**src/rtl/rv_fetch_pkg.sv**
```systemverilog
// Shared definitions for the RV32I instruction-fetch stage: FSM encoding,
// instruction width, PC step and the word-alignment mask.
package rv_fetch_pkg;

  typedef enum logic {
    ST_RUN  = 1'b0,
    ST_HALT = 1'b1
  } fetch_state_e;

  localparam int         INSTR_W    = 32;
  localparam int         PC_INC     = 4;
  localparam logic [1:0] ALIGN_MASK = 2'b11;

  function automatic logic is_misaligned(input logic [1:0] lsbs);
    return (lsbs & ALIGN_MASK) != 2'b00;
  endfunction

endpackage

```
**src/rtl/rv_fetch_fifo.sv**
```systemverilog
// Synchronous instruction buffer with a flush that empties it at the clock edge.
// DEPTH must be a power of two so the pointers wrap without extra logic.
module rv_fetch_fifo #(
  parameter int DEPTH = 2,
  parameter int WIDTH = 64
) (
  input  logic                     clk,
  input  logic                     rst,
  input  logic                     flush,
  input  logic                     push,
  input  logic [WIDTH-1:0]         wdata,
  input  logic                     pop,
  output logic [WIDTH-1:0]         rdata,
  output logic                     empty,
  output logic [$clog2(DEPTH):0]   count
);

  localparam int AW = $clog2(DEPTH);
  localparam int CW = AW + 1;

  logic [WIDTH-1:0] mem [DEPTH];
  logic [AW-1:0]    wr_ptr_q, rd_ptr_q;
  logic [CW-1:0]    count_q;

  always_ff @(posedge clk) begin
    // NOTE: sequential state uses non-blocking assignments so every register
    // samples the pre-edge values, independent of statement order.
    if (rst || flush) begin
      wr_ptr_q <= '0;
      rd_ptr_q <= '0;
      count_q  <= '0;
    end else begin
      if (push) wr_ptr_q <= wr_ptr_q + 1'b1;
      if (pop)  rd_ptr_q <= rd_ptr_q + 1'b1;
      count_q <= count_q + CW'(push) - CW'(pop);
    end
  end

  // NOTE: the storage array is deliberately not reset; validity is tracked
  // by count_q alone, which keeps the array as plain RAM/flops without reset.
  always_ff @(posedge clk) begin
    if (push) mem[wr_ptr_q] <= wdata;
  end

  assign rdata = mem[rd_ptr_q];
  assign empty = (count_q == '0);
  assign count = count_q;

endmodule

```
**src/rtl/rv_fetch_unit.sv**
```systemverilog
// RV32I fetch stage: owns the PC, issues 1-cycle-latency word fetches, buffers
// responses and hands them to decode. Optional counters under RV_FETCH_PERF_EN.
module rv_fetch_unit
  import rv_fetch_pkg::*;
#(
  parameter int              XLEN       = 32,
  parameter logic [XLEN-1:0] RESET_PC   = '0,
  parameter int              FIFO_DEPTH = 2
) (
  input  logic               clk,
  input  logic               rst,
  output logic               imem_req,
  output logic [XLEN-1:0]    imem_addr,
  input  logic [31:0]        imem_rdata,
  input  logic               redirect_valid,
  input  logic [XLEN-1:0]    redirect_target,
  output logic               out_valid,
  input  logic               out_ready,
  output logic [31:0]        out_instr,
  output logic [XLEN-1:0]    out_pc,
  output logic               fetch_fault
`ifdef RV_FETCH_PERF_EN
  ,
  output logic [31:0]        perf_fetched,
  output logic [31:0]        perf_stall
`endif
);

  localparam int CNT_W   = $clog2(FIFO_DEPTH) + 1;
  localparam int OCC_W   = CNT_W + 1;
  localparam int ENTRY_W = INSTR_W + XLEN;

  fetch_state_e    state_q, state_d;
  logic [XLEN-1:0] pc_q, pc_d, req_pc_q;
  logic            inflight_q, fault_q, fault_d;

  logic               fifo_push, fifo_pop, fifo_flush, fifo_empty;
  logic [CNT_W-1:0]   fifo_count;
  logic [ENTRY_W-1:0] fifo_wdata, fifo_rdata;
  logic               redir_ok, redir_bad;
  logic [OCC_W-1:0]   occupancy;

  assign redir_ok  = redirect_valid && !is_misaligned(redirect_target[1:0]);
  assign redir_bad = redirect_valid &&  is_misaligned(redirect_target[1:0]);

  // A redirect of either kind kills the in-flight response and flushes the buffer.
  assign out_valid  = !rst && !fifo_empty;
  assign fifo_pop   = out_valid && out_ready;
  assign fifo_push  = !rst && inflight_q && !redirect_valid;
  assign fifo_flush = redirect_valid;
  assign fifo_wdata = {imem_rdata, req_pc_q};
  assign {out_instr, out_pc} = fifo_rdata;
  assign fetch_fault = !rst && fault_q;

  // Slots committed after this cycle: buffered + returning - leaving.
  assign occupancy = OCC_W'(fifo_count) + OCC_W'(inflight_q) - OCC_W'(fifo_pop);

  rv_fetch_fifo #(
    .DEPTH (FIFO_DEPTH),
    .WIDTH (ENTRY_W)
  ) u_fifo (
    .clk   (clk),
    .rst   (rst),
    .flush (fifo_flush),
    .push  (fifo_push),
    .wdata (fifo_wdata),
    .pop   (fifo_pop),
    .rdata (fifo_rdata),
    .empty (fifo_empty),
    .count (fifo_count)
  );

  always_comb begin
    // NOTE: every signal driven here gets a default first, so no path through
    // the branches below can leave one unassigned and infer a latch.
    state_d   = state_q;
    fault_d   = fault_q;
    pc_d      = pc_q;
    imem_req  = 1'b0;
    imem_addr = pc_q;
    if (!rst) begin
      if (redir_ok) begin
        imem_req  = 1'b1;
        imem_addr = redirect_target;
        state_d   = ST_RUN;
        fault_d   = 1'b0;
      end else if (redir_bad) begin
        state_d = ST_HALT;
        fault_d = 1'b1;
      end else begin
        unique case (state_q)
          ST_RUN:  imem_req = (occupancy < OCC_W'(FIFO_DEPTH));
          ST_HALT: imem_req = 1'b0;
          default: imem_req = 1'b0;
        endcase
      end
      if (imem_req) pc_d = imem_addr + XLEN'(PC_INC);
    end
  end

  always_ff @(posedge clk) begin
    if (rst) begin
      state_q    <= ST_RUN;
      pc_q       <= RESET_PC;
      req_pc_q   <= RESET_PC;
      inflight_q <= 1'b0;
      fault_q    <= 1'b0;
    end else begin
      state_q    <= state_d;
      pc_q       <= pc_d;
      inflight_q <= imem_req;
      fault_q    <= fault_d;
      if (imem_req) req_pc_q <= imem_addr;
    end
  end

`ifdef RV_FETCH_PERF_EN
  always_ff @(posedge clk) begin
    if (rst) begin
      perf_fetched <= '0;
      perf_stall   <= '0;
    end else begin
      if (fifo_push) perf_fetched <= perf_fetched + 32'd1;
      if (state_q == ST_RUN && !imem_req && !redirect_valid)
        perf_stall <= perf_stall + 32'd1;
    end
  end
`endif

endmodule

```
**config.mk**
```make
export PLATFORM = sky130hd
export DESIGN_NAME = rv_fetch_unit
export DESIGN_NICKNAME = d
export VERILOG_FILES = /design/src/rtl/rv_fetch_pkg.sv /design/src/rtl/rv_fetch_fifo.sv /design/src/rtl/rv_fetch_unit.sv
export SDC_FILE = /design/constraint.sdc
export NUM_CORES = 1
export LEC_CHECK = 0
export BUFFER_PORTS_ARGS = -buffer_cell sky130_fd_sc_hd__buf_2
export CORE_ASPECT_RATIO = 2
export CORE_MARGIN = 2
export CORE_UTILIZATION = 34
export DETAILED_ROUTE_END_ITERATION = 7
export GPL_TIMING_DRIVEN = 0
export HOLD_SLACK_MARGIN = 0.08
export PLACE_DENSITY_LB_ADDON = 0.08
export SLEW_MARGIN = 20
export SYNTH_ARGS = -nofsm -noshare
export SYNTH_HDL_FRONTEND = slang
export SYNTH_SLANG_ARGS = --single-unit
```
**constraint.sdc**
```tcl
create_clock -name clk -period 6.06 [get_ports clk]
set_input_delay 0.606 -clock clk [delete_from_list [all_inputs] [get_ports clk]]
set_output_delay 0.606 -clock clk [all_outputs]
set_load 0.03 [all_outputs]
```
### Yosys cells after proc, flatten, opt, wreduce, memory -nomap -nowiden

Memory sizes are Yosys's and may differ from the RTL's. A register that Yosys moved wholly into a read port is not among the register bits.
Cells that the tools add are included.

| storage, ports and cells | value |
|---|---|
| register bits | 70 |
| RAM bits | 128 |
| output and inout bits | 99 |
| word-level logic and storage cells | 44 |
| memories | 1 |

| operators by class | value |
|---|---|
| add/sub/neg operators | 7 |
| $lt $le $gt $ge | 1 |
| muxes and demuxes | 12 |
| bitwise operators | 1 |
| reduce and logical (&&, ||, !) cells | 15 |

Memories:

| name | depth | width | rd ports | clocked after memory_dff | write ports | line | RTL |
|---|---|---|---|---|---|---|---|
| u_fifo.mem | 2 | 64 | 1 | 1 | 1 | rv_fetch_fifo.sv:21 | `logic [WIDTH-1:0] mem [DEPTH];` |

Operators with widths:

| operator | count |
|---|---|
| 32-bit 2-to-1 mux | 3 |
| 32-bit by 3-bit adder with 32-bit output (second input constant) | 1 |
| 1-bit 2-to-1 mux | 8 |
| 1-bit logical AND | 7 |
| 1-bit zero test | 4 |
| 2-bit by 1-bit adder with 3-bit output | 1 |
| 3-bit by 2-bit < comparator with 1-bit output (second input constant) | 1 |
| 3-bit by 1-bit subtractor with 3-bit output | 1 |
| 1-bit adder (second input constant) | 2 |
| 2-bit by 1-bit adder with 2-bit output | 1 |
| 2-bit zero test | 1 |
| 1-bit case mux with 2 select lines | 1 |
| 2-bit nonzero test | 1 |
| 2-bit OR reduction | 1 |
| 2-bit by 1-bit subtractor with 2-bit output | 1 |
| 1-bit logical OR | 1 |
| 1-bit NOT | 1 |

### Logic depth before layout (Yosys ltp)

Gate-level depths: netlist of the first run.

| depth | value |
|---|---|
| depth after elaboration | 11 |
| mapped depth | 15 |

### Cells and area by module

A second synthesis of the first run with hierarchy kept.

| unflattened totals | value |
|---|---|
| cell total of the unflattened synthesis | 854 |
| area, all modules | 9571.7 um^2 |

By module, submodules not included:

| module | times used | cells each | area each (um^2) | seq. area each (um^2) |
|---|---|---|---|---|
| rv_fetch_fifo | 1 | 219 | 5137.4 | 3943.8 |
| rv_fetch_unit | 1 | 635 | 4434.3 | 1321.3 |

### Least setup slack after synthesis of the first run

Ideal clock, no wire load.

| timing | value |
|---|---|
| path kind | input -> register |
| start point | in rst |
| end point | mem u_fifo.mem[0][0], enable pin |
| library setup time | 0.494 ns |
| data arrival time | 3.912 ns |
| slack | 1.654 ns |
| stages on the path | 4 |
| path through | clkbuf_1 -> nor2_1 -> and2_1 -> nor2b_1 |

| on the way | value |
|---|---|
| word-level cells in the longest chain between the ends | 5 |

Ends and longest elaborated chain:

| what | line | RTL |
|---|---|---|
| start, declared | rv_fetch_unit.sv:11 | `input logic rst,` |
| 1-bit zero test | -- |  |
| 1-bit logical AND (2 in a row) | rv_fetch_unit.sv:49 | `assign fifo_push = !rst && inflight_q && !redirect_valid;` |
| via fifo_push | rv_fetch_unit.sv:37 | `logic fifo_push, fifo_pop, fifo_flush, fifo_empty;` |
| 1-bit 2-to-1 mux | rv_fetch_fifo.sv:42 | `if (push) mem[wr_ptr_q] <= wdata;` |
| 1-bit 2-to-1 mux (not written as such) | rv_fetch_fifo.sv:42 |  |
| end, declared | rv_fetch_fifo.sv:21 |  |

The timed path passes the listed nets, and every way through them passes these cells.

### Final worst setup path of the first run

| timing | value |
|---|---|
| start point | in rst |
| end point | out imem_req |

| on the way | value |
|---|---|
| word-level cells in the longest chain between the ends | 10 |

Ends and longest elaborated chain:

| what | line | RTL |
|---|---|---|
| 1-bit zero test | -- |  |
| 1-bit logical AND | rv_fetch_unit.sv:47 | `assign out_valid = !rst && !fifo_empty;` |
| 1-bit logical AND | rv_fetch_unit.sv:48 | `assign fifo_pop = out_valid && out_ready;` |
| via fifo_pop | rv_fetch_unit.sv:37 |  |
| 3-bit by 1-bit subtractor with 3-bit output | rv_fetch_unit.sv:56 | `assign occupancy = OCC_W'(fifo_count) + OCC_W'(inflight_q) - OCC_W'(fifo_pop);` |
| 3-bit by 2-bit < comparator with 1-bit output | rv_fetch_unit.sv:92 | `ST_RUN: imem_req = (occupancy < OCC_W'(FIFO_DEPTH));` |
| 1-bit case mux with 2 select lines | rv_fetch_unit.sv:91 | `unique case (state_q)` |
| 1-bit 2-to-1 mux | rv_fetch_unit.sv:87 | `end else if (redir_bad) begin` |
| 1-bit 2-to-1 mux | rv_fetch_unit.sv:82 | `if (redir_ok) begin` |
| 1-bit 2-to-1 mux (2 in a row) | rv_fetch_unit.sv:81 | `if (!rst) begin` |
| end, declared | rv_fetch_unit.sv:12 | `output logic imem_req,` |

The timed path passes the listed nets, and every way through them passes these cells. The select of a mux whose other input is x is not followed.

==> results of run 1 <==
metal layers:
layer  routed length (um)  global-route usage (%)  share of wire, %  vias up
met3                 1440                    4.35               5.3       33
li1                     -                       -                 -     3263
met4                  650                    6.92               2.4        0
met1                11500                    24.2                43     3370
met2                13400                    31.6                50      246
met5                    0                       0                 0        -
per-stage QoR:
step / cell area, um2 / total power [mW] / std cells
2_1_floorplan: 9150 / 1.70 / 782
3_3_place_gp: 10400 / 1.82 / 1293
3_5_place_dp: 10500 / 1.82 / 1297
4_1_cts: 11000 / 2.89 / 1329
5_1_grt: 11000 / 2.95 / 1329
6_report: 11000 / 2.86 / 1329
final cells by class:
cell class / instances / area (um2) / area share (%)
Clock buffer: 19 / 443 / 4.01
Multi-Input combinational cell: 518 / 3630 / 32.8
Clock inverter: 13 / 96.3 / 0.872
Sequential cell: 199 / 5270 / 47.7
Timing Repair Buffer: 167 / 911 / 8.25
Tap cell: 348 / 435 / 3.94
Inverter: 11 / 41.3 / 0.374
Buffer: 54 / 229 / 2.07
flip-flops by register name (all words and copies together) (netlist names), named ones only:
| register | cells |
|---|---|
| u_fifo.count | 2 |
| u_fifo.mem | 128 |
| pc_q | 32 |
| fault_q | 1 |
| req_pc_q | 32 |
| u_fifo.rd_ptr_q | 1 |
| inflight_q | 1 |
| u_fifo.wr_ptr_q | 1 |
worst max path at each step:
| stage | start | to | slack, ns | cells after the start |
|---|---|---|---|---|
| after floorplan | rst | u_fifo.mem[0][0] | 1.65 | 4 |
| after global placement | rst | u_fifo.mem[0][61] | -0.56 | 4 |
| after detailed placement | redirect_valid | pc_q[22] | 1.29 | 16 |
| after CTS | u_fifo.count[1] | imem_req | 1.52 | 13 |
| after global routing | u_fifo.count[1] | imem_req | 1.24 | 13 |
| final | rst | imem_req | 1.52 | 13 |
power groups by stage:
stage | sequential (mW) | combinational, mW | clock (mW)
after global placement | 1.54 | 0.282 | 0
after floorplan | 1.52 | 0.171 | 0
after CTS | 1.50 | 0.289 | 1.10
final | 1.50 | 0.288 | 1.06
after detailed placement | 1.53 | 0.288 | 0
after global routing | 1.51 | 0.310 | 1.13
worst register-to-register path, delay by kind of cell (launching register included):
family / cells / cell delay [ns]
buffers and inverters: 3 / 0.63
flip-flops: 1 / 0.40
XOR/XNOR: 2 / 0.33
AO/OA/AOI/OAI: 2 / 0.36
adder cells (fa/ha/maj): 2 / 0.63
AND/OR/NAND/NOR: 5 / 1.26
cell usage after synthesis (4+ instances only):
cell type	n	share of area, %
mux2_2	89	11
a211oi_1	13	1.1
xor2_1	12	1.1
nor2_1	56	2.3
ha_1	4	0.55
nand2_1	94	3.9
dfxtp_1	71	16
a21oi_1	24	1.3
nand3_1	28	1.5
and2_1	7	0.48
edfxtp_1	128	42
nor4_1	7	0.48
buf_1	8	0.33
a311oi_1	24	2.3
and3_1	10	0.68
inv_1	11	0.45
nor3_1	22	1.2
o22ai_1	5	0.34
clkbuf_1	34	1.4
mux2i_1	7	0.77
a31oi_1	9	0.62
xnor2_1	33	3.2
nand4_1	6	0.41
and4_1	10	0.96
o21ai_0	13	0.71
buf_2	9	0.49
cells by family after synthesis:
family	share of synthesized area [%]
fa+ha+maj	0.766
mux	11.8
xor+xnor	4.31
compound gates	8.85
buf+inv	2.95
flops	57.5
simple gates	13.7
==> metrics.md, run 1 <==
| Metric | Value |
|---|---|
| Final core occ | 41.4% |
| Nets | 1041 |
| Maximum vdd ir drop | 0.165 mV |
| RSZ-0062 raised after global routing | no |
| Net Switching | 0.748 mW |
| Worst R2R End | pc_q[8] |
| Setup violators final | 0 |
| ANT nets after route | 0 |
| Setup ws final | 1.52 ns |
| Post-route setup TNS | 0 ns |
| Pre-Repair DR Iteration Count | 4 |
| GR Util All Layers | 19.1% |
| Remaining DRCs | 0 |
| Num rows | 85 |
| Worst slew pin tran | 0.810 ns |
| Crit path arrival time | 3.93 ns |
| Worst Hold End | u_fifo.mem[1][52] |
| Critical Path Fanout Max | 10 |
| Fill count | 2653 |
| Syn Inst Count | 782 |
| Number of flops mapped to enable cells by yosys | 128 |
| Hold WS | 0.343 ns |
| Crit path max-delay family | buffers and inverters |
| Hold Fails Final Rpt | 0 |
| Hold Path Depth | 1 |
| Initial detailed-routing violation count | 390 |
| Die area | 28300 um2 |
| Core Area | 26700 um2 |
| I/O pin cnt | 167 |
| Seq/Total Area, Yosys | 57.5% |
| Synthesized area | 9150 um2 |
| Syn_area_per_cell | 11.7 um2 |
| Ys async rst share | 0% |
| Worst hold path startpoint | imem_rdata[20] |
| Min cycle time layout | 4.54 ns |
| Leakage | 3.89 nW |
| Area grow syn2layout | 20.7% |
| Synth warn | 0 |
| Net Sw Frac | 26.2% |
| Root buffer cell | clkbuf_16 |
| Register bit total from synthesis | 199 |
| Worst hold-check path type | input port to flop |
| Clock sinks | 199 |
| Post-Syn Nets | 855 |
| Cts hold-fix bufs | 0 |
| Reg2Reg Launch Point | u_fifo.count[1] |
| Top FF cell, synth | edfxtp_1 |
| Pwr/cell area | 259 nW/um2 |
| Most frequent cells in the layout | buf_2 (172), edfxtp_1 (128), nand2_1 (94) |
| R2R Setup Slk | 2.36 ns |
| Dpl hpwl | 19100 um |
| Final Max Tran Viols | 0 |
| First-pass GRT wire length | 40400 um |
| Wire per inst | 20.4 um |
| Cell Int Power | 2.11 mW |
| Commonest non-fill, non-tap cell in the layout | buf_2 |
| Worst EP required | 5.45 ns |
| Clk pwr share | 37.3% |
| Worst slew margin | 46.0% |
| CTS tree | yes |
| Max-Cap Viols | 0 |
| Vias in the first global route | 6682 |
| CTS buffer count | 17 |
| Die X | 120 um |
| Worst reg2reg path depth | 14 |
| DP Worst Slack | 1.29 ns |
| Post-CTS sizing | 0 |
| Routed wire length | 27000 um |
| Slowest-stage cell, CP | buf_1 |
| CP Capture Type | output port |
| Diodes inserted | 0 |
| Later-pin clock latency in the skew report | 0.45 ns |
| Clk slew on worst S/H paths | 0.07 ns |
| Vias | 6912 |
| Vias per Instance | 5.20 |
| Slowest stage delay, CP | 0.68 ns |
| Period Utilization, post-route | 74.8% |
| Gp weighted congestion | 0.887 |
| CP Launch Type | input port |
| Htree depth | 4 |
| Total grt overflow | 0 |
| Layout cells sized above 1 | 32.0% |
| Initial antenna violation count | 0 |
| Largest net degree at the start of global routing | 47 |
| Logic pwr share | 10.1% |
| Yosys cell types | 60 |
| Achievable frequency | 220 MHz |
| Seq pwr share | 52.7% |
| Crit path buf inv count | 5 |
| Post-CTS Setup Bufs | 0 |
| Die Height | 236 um |
| Initial Util | 34.3% |
| Status | finished, final reports clean |
| WS Path Type | input port to output port |
| Clk_skew | 0.00959 ns |
| Port bufs | 163 |
| Cells along the critical path | clkbuf_1 -> a21oi_1 -> and2_1 -> ha_1 -> inv_1 -> nand2_1 -> fa_1 -> xnor2_1 -> nand3_1 -> clkbuf_1 -> buf_1 -> a21oi_1 -> buf_2 |
| CTS max path bufs | 2 |
Note: power is estimated with default switching activity, not from simulation.
==> run 2: changes to the inputs <==
--- a/config.mk
+++ b/config.mk
@@ -5,6 +5,7 @@
 export SDC_FILE = /design/constraint.sdc
 export NUM_CORES = 1
 export LEC_CHECK = 0
+export ABC_AREA = 1
 export BUFFER_PORTS_ARGS = -buffer_cell sky130_fd_sc_hd__buf_2
 export CORE_ASPECT_RATIO = 2
 export CORE_MARGIN = 2
==> constraint.sdc (replaced) <==
create_clock -name clk -period 4.15 [get_ports clk]
set_input_delay 0.415 -clock clk [delete_from_list [all_inputs] [get_ports clk]]
set_output_delay 0.415 -clock clk [all_outputs]
set_load 0.03 [all_outputs]
==> run 2 against run 1 <==
Sequential share of layout area up 0.17 points. Cell count is 10% higher. First-iteration DRC count decreased by 10%. Wire length decreased by 7.6%. Non-clock buffer count is 11 lower. Sequential power grew 49%.
==> metrics.md, run 2 <==
| Metric | Value |
|---|---|
| Status | finished, final reports clean |
| I/O pin cnt | 167 (unchanged) |
| Commonest non-fill, non-tap cell in the layout | nand2_1 |
| Gp weighted congestion | 0.937 (+5.7%) |
| Num rows | 84 (-1.2%) |
| Top cell type's share of synthesized area | 42.7% (+0.65 points) |
| Synth warn | 0 (unchanged) |
| WS Path Type | flop to output port |
| Area of the multi-input gates | 3230 um2 (-11%) |
| Post-synth top cells | nand2_1 (181), edfxtp_1 (128), nor2_1 (125) |
| Total grt overflow | 0 (unchanged) |
| Worst slew margin | 55.1% (+9.1 points) |
| Root buffer cell | clkbuf_16 |
| CP Capture Type | output port |
| RSZ-0062 raised after global routing | no |
| Top cells by area, synth | edfxtp_1 (43%), dfxtp_1 (16%), mux2_2 (8.0%), nand2_1 (7.5%), nor2_1 (5.2%) |
| Biggest register | u_fifo.mem |
| Cells along the critical path | inv_1 -> a21oi_1 -> nand2_1 -> inv_1 -> ha_1 -> inv_1 -> nand2_1 -> fa_1 -> xnor2_1 -> nand3_1 -> nand2_2 -> inv_2 -> nor2_4 -> buf_2 |
| Area grow syn2layout | 22.2% |
| Yosys cell types | 32 (-47%) |
| Layout cells sized above 1 | 29.9% (-2.1 points) |
| Later-pin clock latency in the skew report | 0.45 ns (about the same) |
| Achievable frequency | 262 MHz |
| Final Max Tran Viols | 0 (unchanged) |
| GR Util All Layers | 18.2% (-0.92 points) |
| Syn_area_per_cell | 9.81 um2 (-16%) |
| ANT nets after route | 0 (unchanged) |
| Die X | 119 um (-0.74%) |
| Maximum vdd ir drop | 0.247 mV (+50%) |
| Setup ws final | 0.340 ns (-1.18 ns) |
| Clk pwr share | 36.0% (-1.3 points) |
| Net Switching | 1.20 mW (+61%) |
| Clock sinks | 199 (unchanged) |
| Most frequent cell after synthesis | nand2_1 |
| Routed wire length | 25000 um (-7.6%) |
| Post-synth top area cell | edfxtp_1 |
| Number of flops mapped to enable cells by yosys | 128 (unchanged) |
| CTS max path bufs | 2 (unchanged) |
| Seq pwr share | 50.8% (-1.9 points) |
| Post-CTS Setup Bufs | 0 (unchanged) |
| Diodes inserted | 0 (unchanged) |
| Top FF cell, synth | edfxtp_1 |
| Clk_skew | 0.0140 ns (+0.00442 ns) |
| Crit path arrival time | 3.40 ns (-0.53 ns) |
| Critical Path Fanout Max | 9 (-1) |
| Port bufs | 165 (+1.2%) |
| Seq/Total Area, Yosys | 58.4% (+0.89 points) |
| Die area | 27900 um2 (-1.5%) |
| Largest register FFs | 128 (unchanged) |
| Wire per inst | 17.1 um (-16%) |
| First-pass GRT wire length | 37600 um (-6.7%) |
| Largest net degree at the start of global routing | 22 (-53%) |
| Pwr/cell area | 399 nW/um2 (+54%) |
| CP Launch Type | flop |
| Net Sw Frac | 27.3% (+1.2 points) |
| Syn Inst Count | 918 (+17%) |
| Fill count | 2657 (+0.15%) |
| Vias in the first global route | 6663 (-0.28%) |
| Core Area | 26200 um2 (-2.0%) |
| Vias per Instance | 4.69 (-9.9%) |
| Remaining DRCs | 0 (unchanged) |
| Register bit total from synthesis | 199 (unchanged) |
| Slowest-stage cell, CP | dfxtp_1 |
| Setup violators final | 0 (unchanged) |
| CTS tree | yes |
| Nets | 1181 (+13%) |
| Post-placement cell area | 10400 um2 (-0.58%) |
| Post-Syn Nets | 991 (+16%) |
| Most frequent cells in the layout | nand2_1 (180), buf_2 (172), edfxtp_1 (128) |
| Initial Util | 34.4% (+0.16 points) |
| Period Utilization, post-route | 91.8% |
| Final core occ | 42.1% (+0.68 points) |
| Pre-Repair DR Iteration Count | 4 (unchanged) |
| Cts hold-fix bufs | 0 (unchanged) |
| Biggest regs | u_fifo.mem: 128 flops, pc_q: 32 flops, req_pc_q: 32 flops |
| Leakage | 4.46 nW (+15%) |
| Clk slew on worst S/H paths | 0.07 ns (about the same) |
| Slowest stage delay, CP | 0.40 ns (-0.28 ns) |
| Synthesized area | 9010 um2 (-1.5%) |
| Worst EP required | 3.73 ns (-1.72 ns) |
| Fin area | 11000 um2 (-0.35%) |
| Initial antenna violation count | 0 (unchanged) |
| Cell Int Power | 3.19 mW (+51%) |
| Initial detailed-routing violation count | 350 (-10%) |
| FF+latch area | 5270 um2 (unchanged) |
| Max-Cap Viols | 0 (unchanged) |
| Min cycle time layout | 3.81 ns |
| Worst slew pin tran | 0.666 ns (-0.143 ns) |
| Vias | 6866 (-0.67%) |
| Die Height | 234 um (-0.75%) |
| Logic pwr share | 13.2% (+3.1 points) |
| Ys async rst share | 0% (unchanged) |
| DP Worst Slack | -0.261 ns (-1.56 ns) |
| Dpl hpwl | 19300 um (+1.3%) |
| Worst hold-check path type | input port to flop |
| CTS buffer count | 17 (unchanged) |
| Most frequent CP cell | inv_1 |
| Htree depth | 4 (unchanged) |
| Hold Fails Final Rpt | 0 (unchanged) |
## run 2: cell count changes after synthesis, moves of 20 or more
cell	before	now
nor3_1	22	2
nor2_1	56	125
nand3_1	28	57
o21ai_0	13	71
mux2_2	89	64
inv_1	11	88
nand2_1	94	181
a311oi_1	24	0
xnor2_1	33	7
nand2_2	0	23
## run 2: repair_timing
action	in CTS	in global routing
pin swaps	0	0
endpoints found under the setup margin	1	1
gates resized for setup	3	1
## run 2: critical path, delay by kind of cell (launching register included)
kind / cells / cell delay [ns]
compound gates: 1 / 0.27
xor+xnor: 1 / 0.14
flops: 1 / 0.40
simple gates: 5 / 0.88
fa+ha+maj: 2 / 0.59
buf+inv: 5 / 0.66
## run 2: area by class of cell
| cell class | instances | area share [%] |
|---|---|---|
| sequential | 199 | 47.8 |
| multi-input combinational | 591 | 29.3 |
| timing repair buffer | 171 | 9.00 |
| tap | 344 | 3.91 |
| clock buffer | 17 | 3.86 |
| inverter | 89 | 3.03 |
| buffer | 39 | 1.88 |
| clock inverter | 15 | 1.14 |
## run 2: worst paths after layout
check / slack, ns / startpoint / depth (start not counted) / end
hold reg to reg: 0.43 / pc_q[0] / 2 / pc_q[0]
setup reg to reg: 0.92 / u_fifo.count[1] / 15 / pc_q[5]
setup / recovery: 0.34 / u_fifo.count[1] / 14 / imem_req
hold / removal: 0.16 / imem_rdata[8] / 1 / u_fifo.mem[1][40]
## run 2: power groups by stage
| stage | Clock (mW) | Combinational (mW) | Sequential, mW |
|---|---|---|---|
| 2_1_floorplan | 0 | 0.382 | 2.26 |
| 3_3_place_gp | 0 | 0.571 | 2.28 |
| 3_5_place_dp | 0 | 0.581 | 2.28 |
| 4_1_cts | 1.63 | 0.585 | 2.23 |
| 5_1_grt | 1.69 | 0.644 | 2.24 |
| 6_report | 1.58 | 0.580 | 2.23 |
## run 2: per-stage QoR
step | setup TNS, ns | std cells | hold WS [ns] | total power [mW]
after detailed placement | -0.261 | 1433 | 0.417 | 2.86
after floorplan | 0 | 918 | 0.408 | 2.65
after CTS | 0 | 1465 | 0.128 | 4.45
after global routing | 0 | 1465 | 0.134 | 4.58
after global placement | -278.76 | 1427 | 0.416 | 2.85
final | 0 | 1465 | 0.159 | 4.40
## run 2: routing by layer
metal / track usage, % / up-vias / share of wire [%]
met4: 9.93 / 0 / 4.1
met2: 34.9 / 186 / 56
met1: 18.0 / 3211 / 36
met5: 0 / - / 0
li1: - / 3422 / -
met3: 3.57 / 47 / 4.2
## run 2: cell families (layout without fill, tap and decap cells)
logic type               count (synthesis)  count (layout)  synth area share, %
AO/OA/AOI/OAI                           96              96                 5.47
XOR/XNOR                                 9               9                0.875
adder cells (fa/ha/maj)                  5               5                0.778
buffers and inverters                  128             331                 5.99
flip-flops                             199             199                 58.4
multiplexers                            64              64                 8.00
AND/OR/NAND/NOR                        417             417                 20.5
==> run 3: changes to the inputs <==
==> constraint.sdc (replaced) <==
create_clock -name clk -period 4.15 [get_ports clk]
set_input_delay 0.415 -clock clk [delete_from_list [all_inputs] [get_ports clk]]
set_output_delay 0.415 -clock clk [all_outputs]
set_load 0.005 [all_outputs]
==> run 3 against run 2 <==
Total power decreased by 2.1%. Worst hold slack about the same. Clock skew decreased by 0.0012 ns. First-iteration DRC count unchanged. Wire length about the same. Combinational power decreased by 16%. Via count about the same. Non-clock buffer count unchanged. Clock-buffer cell count unchanged. Largest cell class unchanged.
==> metrics.md, run 3 (same netlist as run 2, synthesis figures left out) <==
| Metric | Value |
|---|---|
| Crit path arrival time | 3.44 ns (+0.04 ns) |
| Root buffer cell | clkbuf_16 |
| CTS tree | yes |
| Total grt overflow | 0 (unchanged) |
| Nets | 1181 (unchanged) |
| Die X | 119 um (unchanged) |
| Critical path depth | 14 (unchanged) |
| Fin area | 11000 um2 (about the same) |
| Critical Path Fanout Max | 10 (+1) |
| Worst hold-check path type | input port to flop |
| Largest register FFs | 128 (unchanged) |
| Most used routing layer | met2 |
| Period Utilization, post-route | 93.0% (+1.2 points) |
| Worst R2R End | pc_q[5] |
| GR Util All Layers | 18.2% (unchanged) |
| Worst Hold End | u_fifo.mem[1][40] |
| Layout cells sized above 1 | 29.7% (-0.18 points) |
| Worst EP required | 3.73 ns (about the same) |
| Global routing usage on met1 | 18.0% (unchanged) |
| Final Max Tran Viols | 0 (unchanged) |
| Largest net degree at the start of global routing | 22 (unchanged) |
| Die Height | 234 um (unchanged) |
| Setup violators final | 0 (unchanged) |
| Placed cells | 1433 (unchanged) |
| Hold Path Depth | 1 (unchanged) |
| Diodes inserted | 0 (unchanged) |
| Crit path buf inv count | 5 (unchanged) |
| Achievable frequency | 259 MHz (-1.3%) |
| Num rows | 84 (unchanged) |
| Hold WS | 0.159 ns (+0.000132 ns) |
| ANT nets after route | 0 (unchanged) |
| Later-pin clock latency in the skew report | 0.45 ns (about the same) |
| Worst reg2reg path depth | 15 (unchanged) |
| First-pass GRT wire length | 37600 um (unchanged) |
| Biggest regs | u_fifo.mem: 128 flops, pc_q: 32 flops, req_pc_q: 32 flops |
| Post-placement cell area | 10400 um2 (unchanged) |
| RSZ-0062 raised after global routing | no |
| Max-Cap Viols | 0 (unchanged) |
| Met2 Resource Use GR | 34.9% (unchanged) |
| Min cycle time layout | 3.86 ns (+0.0497 ns) |
| Slowest stage delay, CP | 0.54 ns (+0.14 ns) |
| Initial detailed-routing violation count | 350 (unchanged) |
| Final non-filler cell total | 1465 (unchanged) |
| Pwr/cell area | 391 nW/um2 (-2.1%) |
| Cts hold-fix bufs | 0 (unchanged) |
| Vias | 6864 (-0.029%) |
| Core Area | 26200 um2 (unchanged) |
| Maximum vdd ir drop | 0.246 mV (-0.32%) |
| Clk slew on worst S/H paths | 0.07 ns (about the same) |
| Routed wire length | 25000 um (about the same) |
| Htree depth | 4 (unchanged) |
| I/O pin cnt | 167 (unchanged) |
| Reg2Reg Launch Point | u_fifo.count[1] |
| Slowest-stage cell, CP | clkbuf_1 |
| Gp weighted congestion | 0.937 (unchanged) |
| Clk_skew | 0.0128 ns (-0.00117 ns) |
| Area grow syn2layout | 22.1% (about the same) |
| Crit path max-delay family | buffers and inverters |
| Vias in the first global route | 6663 (unchanged) |
| Worst slew margin | 50.9% (-4.2 points) |
| WS Path Type | input port to output port |
| Wire per inst | 17.1 um (about the same) |
| Die area | 27900 um2 (unchanged) |
| Vias per Instance | 4.69 (about the same) |
| Initial Util | 34.4% (unchanged) |
| Pre-Repair DR Iteration Count | 5 (+1) |
| CP Launch Type | input port |
| Status | finished, final reports clean |
| Met3 Use GR | 3.57% (unchanged) |
| Dpl hpwl | 19300 um (unchanged) |
| Commonest non-fill, non-tap cell in the layout | nand2_1 |
| CP Capture Type | output port |
| R2R Setup Slk | 0.83 ns (-0.09 ns) |
| Leakage | 4.46 nW (about the same) |
| Remaining DRCs | 0 (unchanged) |
| Hold Fails Final Rpt | 0 (unchanged) |
| Port bufs | 165 (unchanged) |
| Most frequent CP cell | nand2_1 |
| Clock sinks | 199 (unchanged) |
| Most frequent cells in the layout | nand2_1 (181), buf_2 (172), edfxtp_1 (128) |
| CTS max path bufs | 2 (unchanged) |
| Worst hold path startpoint | imem_rdata[8] |
| CTS buffer count | 17 (unchanged) |
| Initial antenna violation count | 0 (unchanged) |
| Cells along the critical path | clkbuf_1 -> a21oi_1 -> nand2_1 -> inv_1 -> ha_1 -> inv_1 -> nand2_1 -> fa_1 -> xnor2_1 -> nand3_1 -> nand2_1 -> inv_2 -> nor2_4 -> buf_2 |
| Total power | 4.30 mW (-2.1%) |
| Worst slew pin tran | 0.737 ns (+0.0707 ns) |
| Biggest register | u_fifo.mem |
[run 3: cell counts in the layout (fill, tap and decap cells not counted)]
Identical to the previous run, type by type.
[run 3: layout make-up]
type	count	area (um2)
fillers	2658	15200
flip-flops and latches	199	5270
multi-input cells	591	3230
repair buffers	171	991
well taps	344	430
clock buffers	17	425
inverters	89	334
plain buffers	39	205
clock inverters	15	125
[run 3: worst max path at each step]
stage                          from           endpoint  slack (ns)
finish                          rst           imem_req        0.29
global placement     redirect_valid  u_fifo.mem[1][60]       -2.18
global route        u_fifo.count[1]           imem_req       0.004
detailed placement              rst           imem_req       -0.17
CTS                             rst           imem_req        0.05
floorplan            redirect_valid   u_fifo.mem[1][0]        0.03
[run 3: report_power, final]
group	switching [mW]	internal (mW)	leakage (nW)
logic	0.315	0.174	2.43
registers	0.0446	2.19	1.75
clock network	0.751	0.830	0.272
[run 3: per-layer routing]
metal,up-vias,routed length (um)
met1,3219,9000
met3,44,1050
li1,3421,-
met4,0,994
met5,-,0
met2,180,13900
[run 3: repair_timing]
action	4_1_cts	5_1_grt
gates cloned	0	0
hold endpoints to repair	0	0
buffers inserted	0	0
endpoints found under the setup margin	1	1
gates resized for setup	1	1
[run 3: metrics by stage]
step	utilization, %	setup TNS (ns)	worst slack, ns
after floorplan	-	0	0.0262
after global placement	39.2	-278.68	-2.18
after detailed placement	39.9	-0.174	-0.174
after CTS	42.0	0	0.0524
after global routing	42.0	0	0.00376
final	42.0	0	0.290
